## config.mk

```make
export PLATFORM = sky130hd
export DESIGN_NAME = entrada_dispositivos
export DESIGN_NICKNAME = d
export VERILOG_FILES = /design/src/rtl/entrada_dispositivos_pkg.sv /design/src/rtl/entrada_dispositivos_debounce.sv /design/src/rtl/entrada_dispositivos.sv
export SDC_FILE = /design/constraint.sdc
export NUM_CORES = 1
export LEC_CHECK = 0
export ABC_AREA = 1
export CORE_ASPECT_RATIO = 1.2
export CORE_UTILIZATION = 40
export CTS_CLUSTER_DIAMETER = 80
export DETAILED_ROUTE_END_ITERATION = 16
export PLACE_DENSITY_LB_ADDON = 0.2
export SYNTH_ARGS = -nofsm -noshare
export SYNTH_HDL_FRONTEND = slang
export SYNTH_SLANG_ARGS = --single-unit
```

## constraint.sdc

```tcl
create_clock -name clk -period 2.35 [get_ports clk]
set_input_delay 0.235 -clock clk [delete_from_list [all_inputs] [get_ports clk]]
set_output_delay 0.235 -clock clk [all_outputs]
set_load 0.02 [all_outputs]
```

## src/rtl/entrada_dispositivos_pkg.sv

```systemverilog
// Shared types for the board I/O controllers: FSM encoding, channel count, data slice width.
// Also provides the round-robin picker used to choose the next device to serve.
package entrada_dispositivos_pkg;

  localparam int N_DEV_PKG = 4;
  localparam int DEV_W     = 2;
  localparam int SLICE_W   = 32;
  localparam int SW_W      = 18;

  typedef enum logic [1:0] {
    ST_IDLE         = 2'd0,
    ST_WAIT_PRESS   = 2'd1,
    ST_WAIT_RELEASE = 2'd2,
    ST_DONE         = 2'd3
  } estado_t;

  // First requesting device at or after (last + 1), wrapping; returns last if none request.
  function automatic logic [DEV_W-1:0] rr_pick(input logic [N_DEV_PKG-1:0] req,
                                               input logic [DEV_W-1:0]     last);
    logic [DEV_W-1:0] idx;
    logic [DEV_W-1:0] pick;
    logic             found;
    pick  = last;
    found = 1'b0;
    for (int i = 1; i <= N_DEV_PKG; i++) begin
      idx = last + DEV_W'(i);
      if (!found && req[idx]) begin
        pick  = idx;
        found = 1'b1;
      end
    end
    return pick;
  endfunction

endpackage

```

## src/rtl/entrada_dispositivos_debounce.sv

```systemverilog
// Two-flop synchronizer plus debouncer for an active-low push-button; level starts released (1).
// Level and one-cycle press/release pulses are registered, appearing DEBOUNCE_CYCLES+2 edges after a stable change.
module debounce_botao #(
  parameter int DEBOUNCE_CYCLES = 50000
) (
  input  logic clk,
  input  logic rst_n,
  input  logic button,
  output logic level,
  output logic press,
  output logic release_evt
);

  localparam int CNT_W = $clog2(DEBOUNCE_CYCLES + 1);

  logic             sync_a;
  logic             sync_b;
  logic [CNT_W-1:0] cnt;

  always_ff @(posedge clk or negedge rst_n) begin
    if (!rst_n) begin
      sync_a      <= 1'b1;
      sync_b      <= 1'b1;
      level       <= 1'b1;
      cnt         <= '0;
      press       <= 1'b0;
      release_evt <= 1'b0;
    end else begin
      sync_a      <= button;
      sync_b      <= sync_a;
      press       <= 1'b0;
      release_evt <= 1'b0;
      // Any cycle where the input agrees with the accepted level restarts the count.
      if (sync_b == level) begin
        cnt <= '0;
      end else if (cnt == CNT_W'(DEBOUNCE_CYCLES - 1)) begin
        level       <= sync_b;
        cnt         <= '0;
        press       <= ~sync_b;
        release_evt <= sync_b;
      end else begin
        cnt <= cnt + CNT_W'(1);
      end
    end
  end

endmodule

```

## src/rtl/entrada_dispositivos.sv

```systemverilog
// Serves per-device input requests round-robin: waits for a debounced press, captures switches, completes on release.
// done_in pulses 2 cycles after the release event; requests are level-held by the processor until done_in.
module entrada_dispositivos
  import entrada_dispositivos_pkg::*;
#(
  parameter int DEBOUNCE_CYCLES = 50000,
  parameter int N_DEV           = N_DEV_PKG
) (
  input  logic                       clk,
  input  logic                       rst_n,
  input  logic [N_DEV-1:0]           req_in,
  input  logic [SW_W-1:0]            switches,
  input  logic                       enter,
  output logic [N_DEV*SLICE_W-1:0]   din_out,
  output logic [N_DEV-1:0]           done_in,
  output logic                       busy,
  output logic [DEV_W-1:0]           dev_sel
);

  estado_t          state;
  logic [DEV_W-1:0] last_srv;
  logic             btn_level;
  logic             btn_press;
  logic             btn_release;

  debounce_botao #(
    .DEBOUNCE_CYCLES(DEBOUNCE_CYCLES)
  ) u_botao (
    .clk        (clk),
    .rst_n      (rst_n),
    .button     (enter),
    .level      (btn_level),
    .press      (btn_press),
    .release_evt(btn_release)
  );

  always_ff @(posedge clk or negedge rst_n) begin
    if (!rst_n) begin
      state    <= ST_IDLE;
      din_out  <= '0;
      done_in  <= '0;
      busy     <= 1'b0;
      dev_sel  <= '0;
      last_srv <= DEV_W'(N_DEV - 1);
    end else begin
      done_in <= '0;
      case (state)
        ST_IDLE: begin
          // A button still held from before must be released first, so only a fresh press captures.
          if ((|req_in) && btn_level) begin
            dev_sel <= rr_pick(req_in, last_srv);
            state   <= ST_WAIT_PRESS;
            busy    <= 1'b1;
          end
        end
        ST_WAIT_PRESS: begin
          if (!req_in[dev_sel]) begin
            state <= ST_IDLE;
            busy  <= 1'b0;
          end else if (btn_press) begin
            din_out[dev_sel*SLICE_W +: SLICE_W] <= SLICE_W'(switches);
            state <= ST_WAIT_RELEASE;
          end
        end
        ST_WAIT_RELEASE: begin
          if (btn_release) begin
            state <= ST_DONE;
          end
        end
        ST_DONE: begin
          done_in[dev_sel] <= 1'b1;
          last_srv         <= dev_sel;
          state            <= ST_IDLE;
          busy             <= 1'b0;
        end
        default: begin
          state <= ST_IDLE;
          busy  <= 1'b0;
        end
      endcase
    end
  end

endmodule

```

==> summary.md, run 1 <==
| Metric | Value |
|---|---|
| Max rail drop VDD | `0.0002816 V` |
| Max_slew headroom | `59.43%` |
| PD cells | `between 500 and 600 mW/mm^2` |
| Fill cells | `1244` |
| FF-to-FF path depth | `6` |
| Status | `completed` |
| CTS tree | `yes` |
| Net Sw Power | `0.0008333 W` |
| Startpoint types | `register` |
| Syn_area_per_cell | `about 9 sq um` |
| Fin crit period | `1.954 ns` |
| # rows | `46` |
| Worst-path maximum fanout | `14` |
| Clk root buf | `clkbuf_16` |
| Worst Hold Path Cells | `1` |
| RSZ-0062 raised after global routing | `false` |
| Routed wire length | `12680 um` |
| #FFs+latches synth | `104` |
| TritonRoute pass-1 iters | `4` |
| Post-Route Skew | `0.007127 ns` |
| Worst Max-Slew Pin Slew | `slightly above 0.6 ns` |
| Place WS | `0.2860 ns` |
| Routed via count | `around 4200` |
| Final worst setup slack | `just under 0.4 ns` |
| Setup_tns | `0 ns` |
| Per-cell routed wire length | `~14 um` |
| Async S/R FF share, synth | `100.0%` |
| DIE HEIGHT | `between 100 and 150 um` |
| Reg power frac | `about 48%` |
| Share of layout cells above drive strength 1 | `16.27%` |
| Syn. warnings | `0` |
| Clock group share of total power | `46.1%` |
| Fmax | `between 0.5 and 0.6 GHz` |
| Port bufs | `a little over 100` |
| CTS HTree Levels | `3` |
| Switching Share | `between 20 and 25%` |
| Nets | `around 740` |
| Gate power share | `around 6%` |
| Req. time, crit path | `roughly 2.6 ns` |
| # diodes | `0` |
| Final hold slack | `0.2977 ns` |
| Area delta synth->final | `22.90%` |
| Post-synth EDFFs | `0` |
| Die Span X | `roughly 110 um` |
| Pin count of the biggest net entering global routing | `74` |
| Mapped Area | `0.005534 sq mm` |
| Most frequent cells in the layout | `nand2_1 (169), clkdlybuf4s50_1 (102), dfrtp_1 (99)` |
| Core area | `approximately 0.013 sq mm` |
| Final Cycle Share | `a little over 80%` |
| WP data arrival | `around 2.2 ns` |
| Initial DRC count | `263` |
| WS Path Type | `reg -> reg` |
| Most common cell after layout, fill and taps aside | `nand2_1` |
| Final Util | `50.94%` |
| MaxCap Viol Count | `0` |
| Starting Density | `about two fifths` |
| Final hold violations | `0` |
| Final Setup Violations | `0` |
| First-pass GRT wire length | `between 20000 and 25000 um` |
| Finished Cell Area | `around 0.0068 sq mm` |
| Initial antenna violation count | `0` |
| Vias per cell | `about 4.8` |
| ANT nets after route | `0` |
| Placer Congestion | `0.8610` |
| Ys flop type | `dfrtp_1` |
| CTS Buffer Depth | `2` |
| Crit. End Element | `register` |
| Placed Area | `roughly 0.0064 sq mm` |
| DRC errors left | `0` |
| GRT Overall Usage | `18.58%` |
| Int Pwr | `approximately 0.003 W` |
| Later-pin clock latency in the skew report | `around 0.35 ns` |
| Die ar. | `0.01431 sq mm` |
| DPL Wire Length | `between 9000 and 10000 um` |
| Post-synthesis cell count | `~610` |
| Post-CTS Setup Repair Bufs | `0` |
| Max-slew violations | `0` |
| Vias in the first global route | `just over 4000` |
| Lkg Pwr | `about 3 nW` |
| Post-synthesis sequential area ratio | `47.14%` |
| Sink Count | `~100` |
| Total gr overflow | `0` |
| Clock input transition at the sequential cells of the worst setup and hold paths | `about 0.070 ns` |
| HP Class | `in -> reg` |
| Library cells used by synthesis | `32` |
| I/O pins | `160` |
| Total CTS buffers | `9` |
## power by group through the flow
stage,registers [W],clock network [W],logic [W]
after floorplan,0.00183,0,0.000185
after global placement,0.00183,0,0.000224
after detailed placement,0.00183,0,0.000226
after CTS,0.00180,0.00175,0.000228
after global routing,0.00180,0.00182,0.000252
final,0.00180,0.00173,0.000227
## state kept, by name, indices dropped and copies added (netlist names), 2 cells and up
| register | count |
|---|---|
| din_out | 72 |
| u_botao.cnt | 16 |
| done_in | 4 |
| dev_sel | 2 |
| last_srv | 2 |
| state | 2 |
## worst max-delay path: stages (launching register included)
cell     delay, ns
dfrtp_1       0.51
inv_1         0.17
ha_1          0.32
inv_1         0.37
buf_4         0.24
nand3_1       0.10
o21ai_2       0.16
## layer usage
metal  vias up  routed length (um)  GRT usage (%)
li1       2061                   -              -
met1      1995                5375          24.32
met2       139                6124          29.41
met3        27                 775          3.423
met4         0                 403          9.490
met5         -                   0              0
## cells in the mapped netlist, drive strengths merged, types with 3 or more instances
| cell type | number | area [sq um] |
|---|---|---|
| nand4 | 10 | 62.56 |
| a21oi | 10 | 50.05 |
| dfrtp | 99 | 2477 |
| or2 | 3 | 18.77 |
| nand3 | 48 | 240.2 |
| clkbuf | 3 | 11.26 |
| o21ai | 79 | 665.6 |
| nand2 | 175 | 696.9 |
| buf | 75 | 595.6 |
| xor2 | 7 | 61.31 |
| o211ai | 3 | 22.52 |
| nor2 | 33 | 155.2 |
| nor3 | 15 | 96.35 |
| dfstp | 5 | 131.4 |
| ha | 8 | 100.1 |
| inv | 30 | 112.6 |
## stage by stage
step / std cells / total power, W
final: 881 / 0.003757
after global routing: 881 / 0.003868
after CTS: 881 / 0.003782
after detailed placement: 864 / 0.002060
after global placement: 864 / 0.002058
after floorplan: 663 / 0.002018
## cells by family after synthesis
group	share of synthesized area [%]
AO/OA/AOI/OAI	13.50
XOR/XNOR	1.266
adder cells (fa/ha/maj)	1.809
buffers and inverters	13.00
flip-flops	47.14
other	0.06776
AND/OR/NAND/NOR	23.22
## repair_timing
action	4_1_cts	5_1_grt
gates resized for setup	0	0
hold buffers	1	0
hold endpoints to repair	26	0
## final timing paths
| check | from | to | slack [ns] |
|---|---|---|---|
| min reg2reg | u_botao.sync_a | u_botao.sync_b | 0.36 |
| min | enter | u_botao.sync_a | 0.30 |
| max reg2reg | dev_sel[1] | din_out[96] | 0.40 |
| max | dev_sel[1] | din_out[96] | 0.40 |
| max in group asynchronous | rst_n | din_out[34] | 1.26 |
| min in group asynchronous | rst_n | u_botao.cnt[1] | 0.37 |
## area by class of cell
class	count	area (sq um)	share of cell area, %
flip-flops and latches	104	2609	38.36
multi-input cells	451	2412	35.47
repair buffers	112	1111	16.34
clock buffers	11	242.7	3.569
well taps	168	210.2	3.091
inverters	30	112.6	1.656
clock inverters	5	103.9	1.527
Power figures use the tool's default switching activity.
==> inputs of run 2 (changes only) <==
clock period = 1.6 ns   (was 2.35 ns; I/O delays follow)
==> run 2 against run 1 <==
Die area unchanged. Non-clock buffer count up 32. Maximum frequency up 23%. Clock power up 50%. Core utilization up 4.1 points. First-iteration DRC count down 16%. Critical path depth up 2. Final cell count up 3.6%. Critical path type unchanged. Largest cell class unchanged. Largest power group unchanged.
==> summary.md, run 2 (synthesis results as in run 1) <==
| Metric | Value |
|---|---|
| Max-slew violations | `0 (unchanged)` |
| Final Cycle Share | `99.63% (+16 points)` |
| Switching Share | `22.17% (about the same)` |
| Initial DRC count | `220 (-16%)` |
| Worst-path maximum fanout | `18 (+4)` |
| M2 GR Usage | `33.56% (+4.1 points)` |
| HP Class | `in -> reg` |
| Reg power frac | `47.2% (-0.7 points)` |
| PD cells | `761.8 mW/mm^2 (+38%)` |
| Die ar. | `0.01431 sq mm (unchanged)` |
| Finished Cell Area | `0.007345 sq mm (+8.0%)` |
| Startpoint types | `register` |
| Share of layout cells above drive strength 1 | `23.62% (+7.4 points)` |
| CTS tree | `yes` |
| Starting Density | `41.44% (unchanged)` |
| Sink Count | `104 (unchanged)` |
| Fill cells | `1248 (+0.32%)` |
| Initial antenna violation count | `0 (unchanged)` |
| Later-pin clock latency in the skew report | `0.34 ns (about the same)` |
| Placed Area | `0.006771 sq mm (+5.1%)` |
| Gate power share | `6.4% (+0.4 points)` |
| WP data arrival | `1.82 ns (-0.40 ns)` |
| Routed wire length | `13790 um (+8.8%)` |
| Met3 Usage GRT | `3.224% (-0.20 points)` |
| Int Pwr | `0.004355 W (+49%)` |
| Largest registers | `din_out (72), u_botao.cnt (16), done_in (4)` |
| Worst R2R Setup Slack | `0.006 ns (-0.39 ns)` |
| First-pass GRT wire length | `20440 um (+1.2%)` |
| GRT Overall Usage | `18.78% (+0.20 points)` |
| Nets | `773 (+4.3%)` |
| Clock group share of total power | `46.3% (+0.2 points)` |
| Total gr overflow | `0 (unchanged)` |
| Crit path top cell by count | `nand2_4` |
| Req. time, crit path | `1.83 ns (-0.79 ns)` |
| Fin crit period | `1.594 ns (-0.3596 ns)` |
| Vias in the first global route | `4094 (+1.6%)` |
| I/O pins | `160 (unchanged)` |
| Lkg Pwr | `3.331 nW (+9.0%)` |
| Critical path's slowest cell | `dfrtp_2` |
| DPL Wire Length | `9663 um (+3.3%)` |
| Worst Hold Path Cells | `1 (unchanged)` |
| Top reg by flops | `din_out` |
| Place WS | `-0.1837 ns (-0.4697 ns)` |
| Total CTS buffers | `9 (unchanged)` |
| # diodes | `0 (unchanged)` |
| TritonRoute pass-1 iters | `5 (+1)` |
| Final Setup Violations | `0 (unchanged)` |
| Clock input transition at the sequential cells of the worst setup and hold paths | `0.07 ns (about the same)` |
| Routed via count | `4423 (+4.8%)` |
| # rows | `46 (unchanged)` |
| CTS Buffer Depth | `2 (unchanged)` |
| Post-Route Skew | `0.004939 ns (-0.002188 ns)` |
| DRC errors left | `0 (unchanged)` |
| Critical Path Start | `dev_sel[0]` |
| Crit. End Element | `register` |
| Port bufs | `103 (unchanged)` |
| Reg-to-Reg End | `din_out[33]` |
| Net Sw Power | `0.001241 W (+49%)` |
| Core area | `0.01335 sq mm (unchanged)` |
| Grt peak-use layer | `met2` |
| MaxCap Viol Count | `0 (unchanged)` |
| Reg-to-Reg Start | `dev_sel[0]` |
| FF-to-FF path depth | `8 (+2)` |
| DIE HEIGHT | `130.9 um (unchanged)` |
| Per-cell routed wire length | `15.10 um (+5.0%)` |
| Pin count of the biggest net entering global routing | `37 (-50%)` |
| Most frequent cells in the layout | `nand2_1 (157), clkdlybuf4s50_1 (100), dfrtp_1 (98)` |
| Met1 usage | `22.90% (-1.4 points)` |
| Vias per cell | `4.844 (+1.1%)` |
| Endpoint, Worst Hold | `u_botao.sync_a` |
| Most common cell after layout, fill and taps aside | `nand2_1` |
| RSZ-0062 raised after global routing | `true` |
| Crit path largest cell delay | `0.46 ns (-0.05 ns)` |
| Max rail drop VDD | `0.0004862 V (+73%)` |
| Die Span X | `109.4 um (unchanged)` |
| Placer Congestion | `0.8968 (+4.2%)` |
| Max reg flops | `72 (unchanged)` |
| Clk root buf | `clkbuf_16` |
| ANT nets after route | `0 (unchanged)` |
| Area delta synth->final | `32.72%` |
| WS Path Type | `reg -> reg` |
| Fmax | `0.6273 GHz (+23%)` |
| Final hold slack | `0.2184 ns (-0.07930 ns)` |
| Worst Min Path Start | `enter` |
| CP Cell Sequence | `buf_4 -> o211ai_1 -> nand2_2 -> nand2_4 -> nor2_8 -> nand2_4 -> clkbuf_16 -> o21ai_2` |
| Status | `completed` |
| Final worst setup slack | `0.005960 ns (-0.3904 ns)` |
| Final hold violations | `0 (unchanged)` |
| CTS HTree Levels | `3 (unchanged)` |
==> run 2: layout make-up <==
type                            count  area (sq um)  share of cell area [%]
Sequential cell                   104          2610                   35.54
Multi-Input combinational cell    451          2511                   34.19
Timing Repair Buffer              144          1539                   20.95
Clock buffer                       12         256.5                   3.492
Tap cell                          168         210.2                   2.862
Inverter                           30         118.9                   1.618
Clock inverter                      4         98.84                   1.346
==> run 2: per-layer routing <==
layer / wire (um) / share of wire, % / vias up
met5: 0 / 0 / -
met2: 7307 / 53 / 127
met1: 5637 / 41 / 2141
met4: 225 / 1.6 / 0
li1: - / - / 2137
met3: 620 / 4.5 / 18
==> run 2: critical path, delay by kind of cell (launching register included) <==
| family | cells | cell delay, ns |
|---|---|---|
| AO/OA/AOI/OAI | 2 | 0.27 |
| AND/OR/NAND/NOR | 4 | 0.38 |
| flip-flops | 1 | 0.46 |
| buffers and inverters | 2 | 0.37 |
==> run 2: timing repair <==
item | 4_1_cts | 5_1_grt
resized for setup | 5 | 15
cloned | 0 | 5
endpoints found under the setup margin | 48 | 76
endpoints found under the hold margin | 22 | 0
buffers inserted | 3 | 3
hold buffers | 1 | 0
pin swaps | 0 | 4
==> run 2: worst max-delay path by stage <==
stage                   to
2_1_floorplan  din_out[69]
3_3_place_gp   din_out[12]
3_5_place_dp   din_out[10]
4_1_cts        din_out[68]
5_1_grt         din_out[9]
6_report       din_out[33]
==> run 2: per-stage QoR <==
step | std cells | utilization [%] | total power, W | setup TNS (ns)
final | 913 | 55.00 | 0.005595 | 0
after global routing | 913 | 55.00 | 0.005786 | -5.386
after CTS | 905 | 53.70 | 0.005645 | -0.3342
after floorplan | 663 | - | 0.002965 | -17.58
after detailed placement | 885 | 50.71 | 0.003050 | -11.67
after global placement | 885 | 50.71 | 0.003045 | -11.15
==> run 2: power by group through the flow <==
| stage | sequential [W] | combinational [W] | clock (W) |
|---|---|---|---|
| floorplan | 0.00269 | 0.000272 | 0 |
| detailed placement | 0.00269 | 0.000356 | 0 |
| global placement | 0.00269 | 0.000352 | 0 |
| CTS | 0.00264 | 0.000360 | 0.00264 |
| global route | 0.00264 | 0.000397 | 0.00275 |
| finish | 0.00264 | 0.000359 | 0.00259 |
==> patch, RTL diff (config.mk and constraints of run 2) <==
`DEBOUNCE_CYCLES` is set to 50000 in 2 places; all go to 100000.
--- a/src/rtl/entrada_dispositivos_debounce.sv
+++ b/src/rtl/entrada_dispositivos_debounce.sv
@@ -3,3 +3,3 @@
 module debounce_botao #(
-  parameter int DEBOUNCE_CYCLES = 50000
+  parameter int DEBOUNCE_CYCLES = 100000
 ) (
--- a/src/rtl/entrada_dispositivos.sv
+++ b/src/rtl/entrada_dispositivos.sv
@@ -5,3 +5,3 @@
 #(
-  parameter int DEBOUNCE_CYCLES = 50000,
+  parameter int DEBOUNCE_CYCLES = 100000,
   parameter int N_DEV           = N_DEV_PKG
Function: same outputs for any inputs over 4 cycles, from zero or initial values and one cycle with rst_n low; that may be too few to reach the edited logic, so the function may still have changed.
==> patch against run 2 <==
The flow now finishes with violations (negative setup slack). Synthesized area rose by 2.5%. Power decreased by 2.1%. Setup slack lost 0.046 ns. Worst hold slack worse by 0.0032 ns. Sequential cell count up 1. Clock power is 5% lower. Synthesized cell count grew 4.1%. Cell count up 3.3%. Critical path depth is 1 lower. Final area is 1.9% higher. Wire length grew 5.2%. Largest power group unchanged. Highest routed layer unchanged.
==> patch: results (changes against run 2) <==
Drt
  • Average routed wire per standard cell: 15.4 um (+1.8%)
  • Wire length on met2: 7740 um (+5.9%)
  • Sum of routed wire length over all layers: 14500 um (+5.2%)
  • Met3 layer wire length in the routed design: 627 um (+1.1%)
  • Total vias in the final route: 4630 (+4.7%)
  • DRC violations left: 0 (unchanged)
  • Wire length on met1: 5910 um (+4.9%)
  • TritonRoute pass-1 iters: 4 (-1)
  • Violation count after the first detailed-routing iteration: 236 (+7.3%)

Yosys
  • Share of the synthesized area in compound gates (AO/OA/AOI/OAI): 13.1% (-0.37 points)
  • Synth cell count leaders: sky130_fd_sc_hd__nand2_1, sky130_fd_sc_hd__dfrtp_1, sky130_fd_sc_hd__o21ai_2
  • Synthesized-area fraction occupied by adder cells: 1.76% (-0.044 points)
  • Cell types occupying the most area after synthesis: sky130_fd_sc_hd__dfrtp_1, sky130_fd_sc_hd__nand2_1, sky130_fd_sc_hd__o21ai_2
  • XOR/XNOR Fraction of Synth Area: 1.08% (-0.19 points)
  • Unique masters post-synth: 30 (-6.3%)
  • Cells after Synth: 633 (+4.1%)
  • Fraction of the yosys area taken by sequential cells: 46.4% (-0.71 points)

Pwr
  • Power drawn by the combinational cells: 363 uW (+1%)
  • Power in the clock group: 2.45 mW (-5%)
  • Leakage component of the power: 3.39 nW (+1.7%)
  • Clock group share of total power: 44.6% (-1.7 points)
  • Power per Cell Area: 732 nW/um^2 (-4.0%)
  • Peak ir drop on the vdd network: 0.000640 V (+32%)
  • Internal Dissipation: 4.19 mW (-3.9%)

Timing
  • Worst setup margin: -0.0398 ns (-0.0458 ns)
  • Final setup violating endpoints: 14 (+14)
  • Setup TNS Final: -0.267 ns (-0.267 ns)
  • Setup Skew: 0.00798 ns (+0.00304 ns)

Placement
  • Placed Cells: 915 (+3.4%)
  • Worst setup slack before clock tree synthesis: -0.163 ns (+0.0206 ns)
  • Area of placed instances: 6900 sq um (+1.9%)
  • Routability-driven placement congestion ratio: 0.857 (-4.4%)
  • HPWL after detailed placement: 10700 um (+11%)

GRT
  • Met2 Usage GRT: 35.2% (+1.6 points)
  • Largest net degree at the start of global routing: 45 (+22%)
  • GRT Total Usage: 19.5% (+0.76 points)
  • First-pass GRT wire length: 22600 um (+10%)
  • Vias in the first global route: 4509 (+10%)
  • Global routing usage on met3: 3.53% (+0.30 points)
  • Global-route track usage on met1: 23.6% (+0.66 points)

Finish
  • Fraction of layout instances using a drive strength above 1: 23.6% (-0.049 points)
  • Biggest regs: din_out: 72 flops, u_botao.cnt: 17 flops, done_in: 4 flops
  • Nets: 800 (+3.5%)
  • Filler cell count in the final layout: 1271 (+1.8%)

Clocking
  • Deepest clock path buffer count: 2 (unchanged)
  • Post-cts gate resize count: 6 (+1)
  • Post-CTS Setup Bufs: 0 (-3)

Worst setup path
  • Data arrival time of the critical path: 1.92 ns (+0.10 ns)
  • Critical path peak fanout: 8 (-10)

Status
  • Violated checks: negative setup slack
  • Outcome: finished with violations

Hold path
  • Path category of the worst min-delay check: primary input to asynchronous set/reset pin
[patch: changes by cell type after synthesis, sizes merged, moves of 3 or more]
cell | run 2 | this run
clkbuf | 3 | 6
nor2 | 33 | 39
inv | 30 | 36
a21oi | 10 | 7
nor3b | 1 | 4
nand3 | 48 | 39
or2 | 3 | 0
nand4 | 10 | 15
o21ai | 79 | 82
nor3 | 15 | 18
nor4 | 0 | 3
nand2 | 175 | 185
[patch: final timing paths]
path	endpoint	slack [ns]	depth (start not counted)
max	din_out[76]	-0.04	7
max in group asynchronous	u_botao.cnt[12]	0.84	3
min in group clk	u_botao.sync_a	0.22	1
min reg2reg	u_botao.sync_b	0.36	0
min	din_out[15]	0.22	2
max reg2reg	din_out[76]	-0.04	7
[patch: cell type report]
type                            instances  area share [%]
Clock buffer                           11            3.24
Clock inverter                          5            1.15
Inverter                               38            2.11
Multi-Input combinational cell        466            34.5
Sequential cell                       105            35.2
Tap cell                              171            2.86
Timing Repair Buffer                  147            20.9
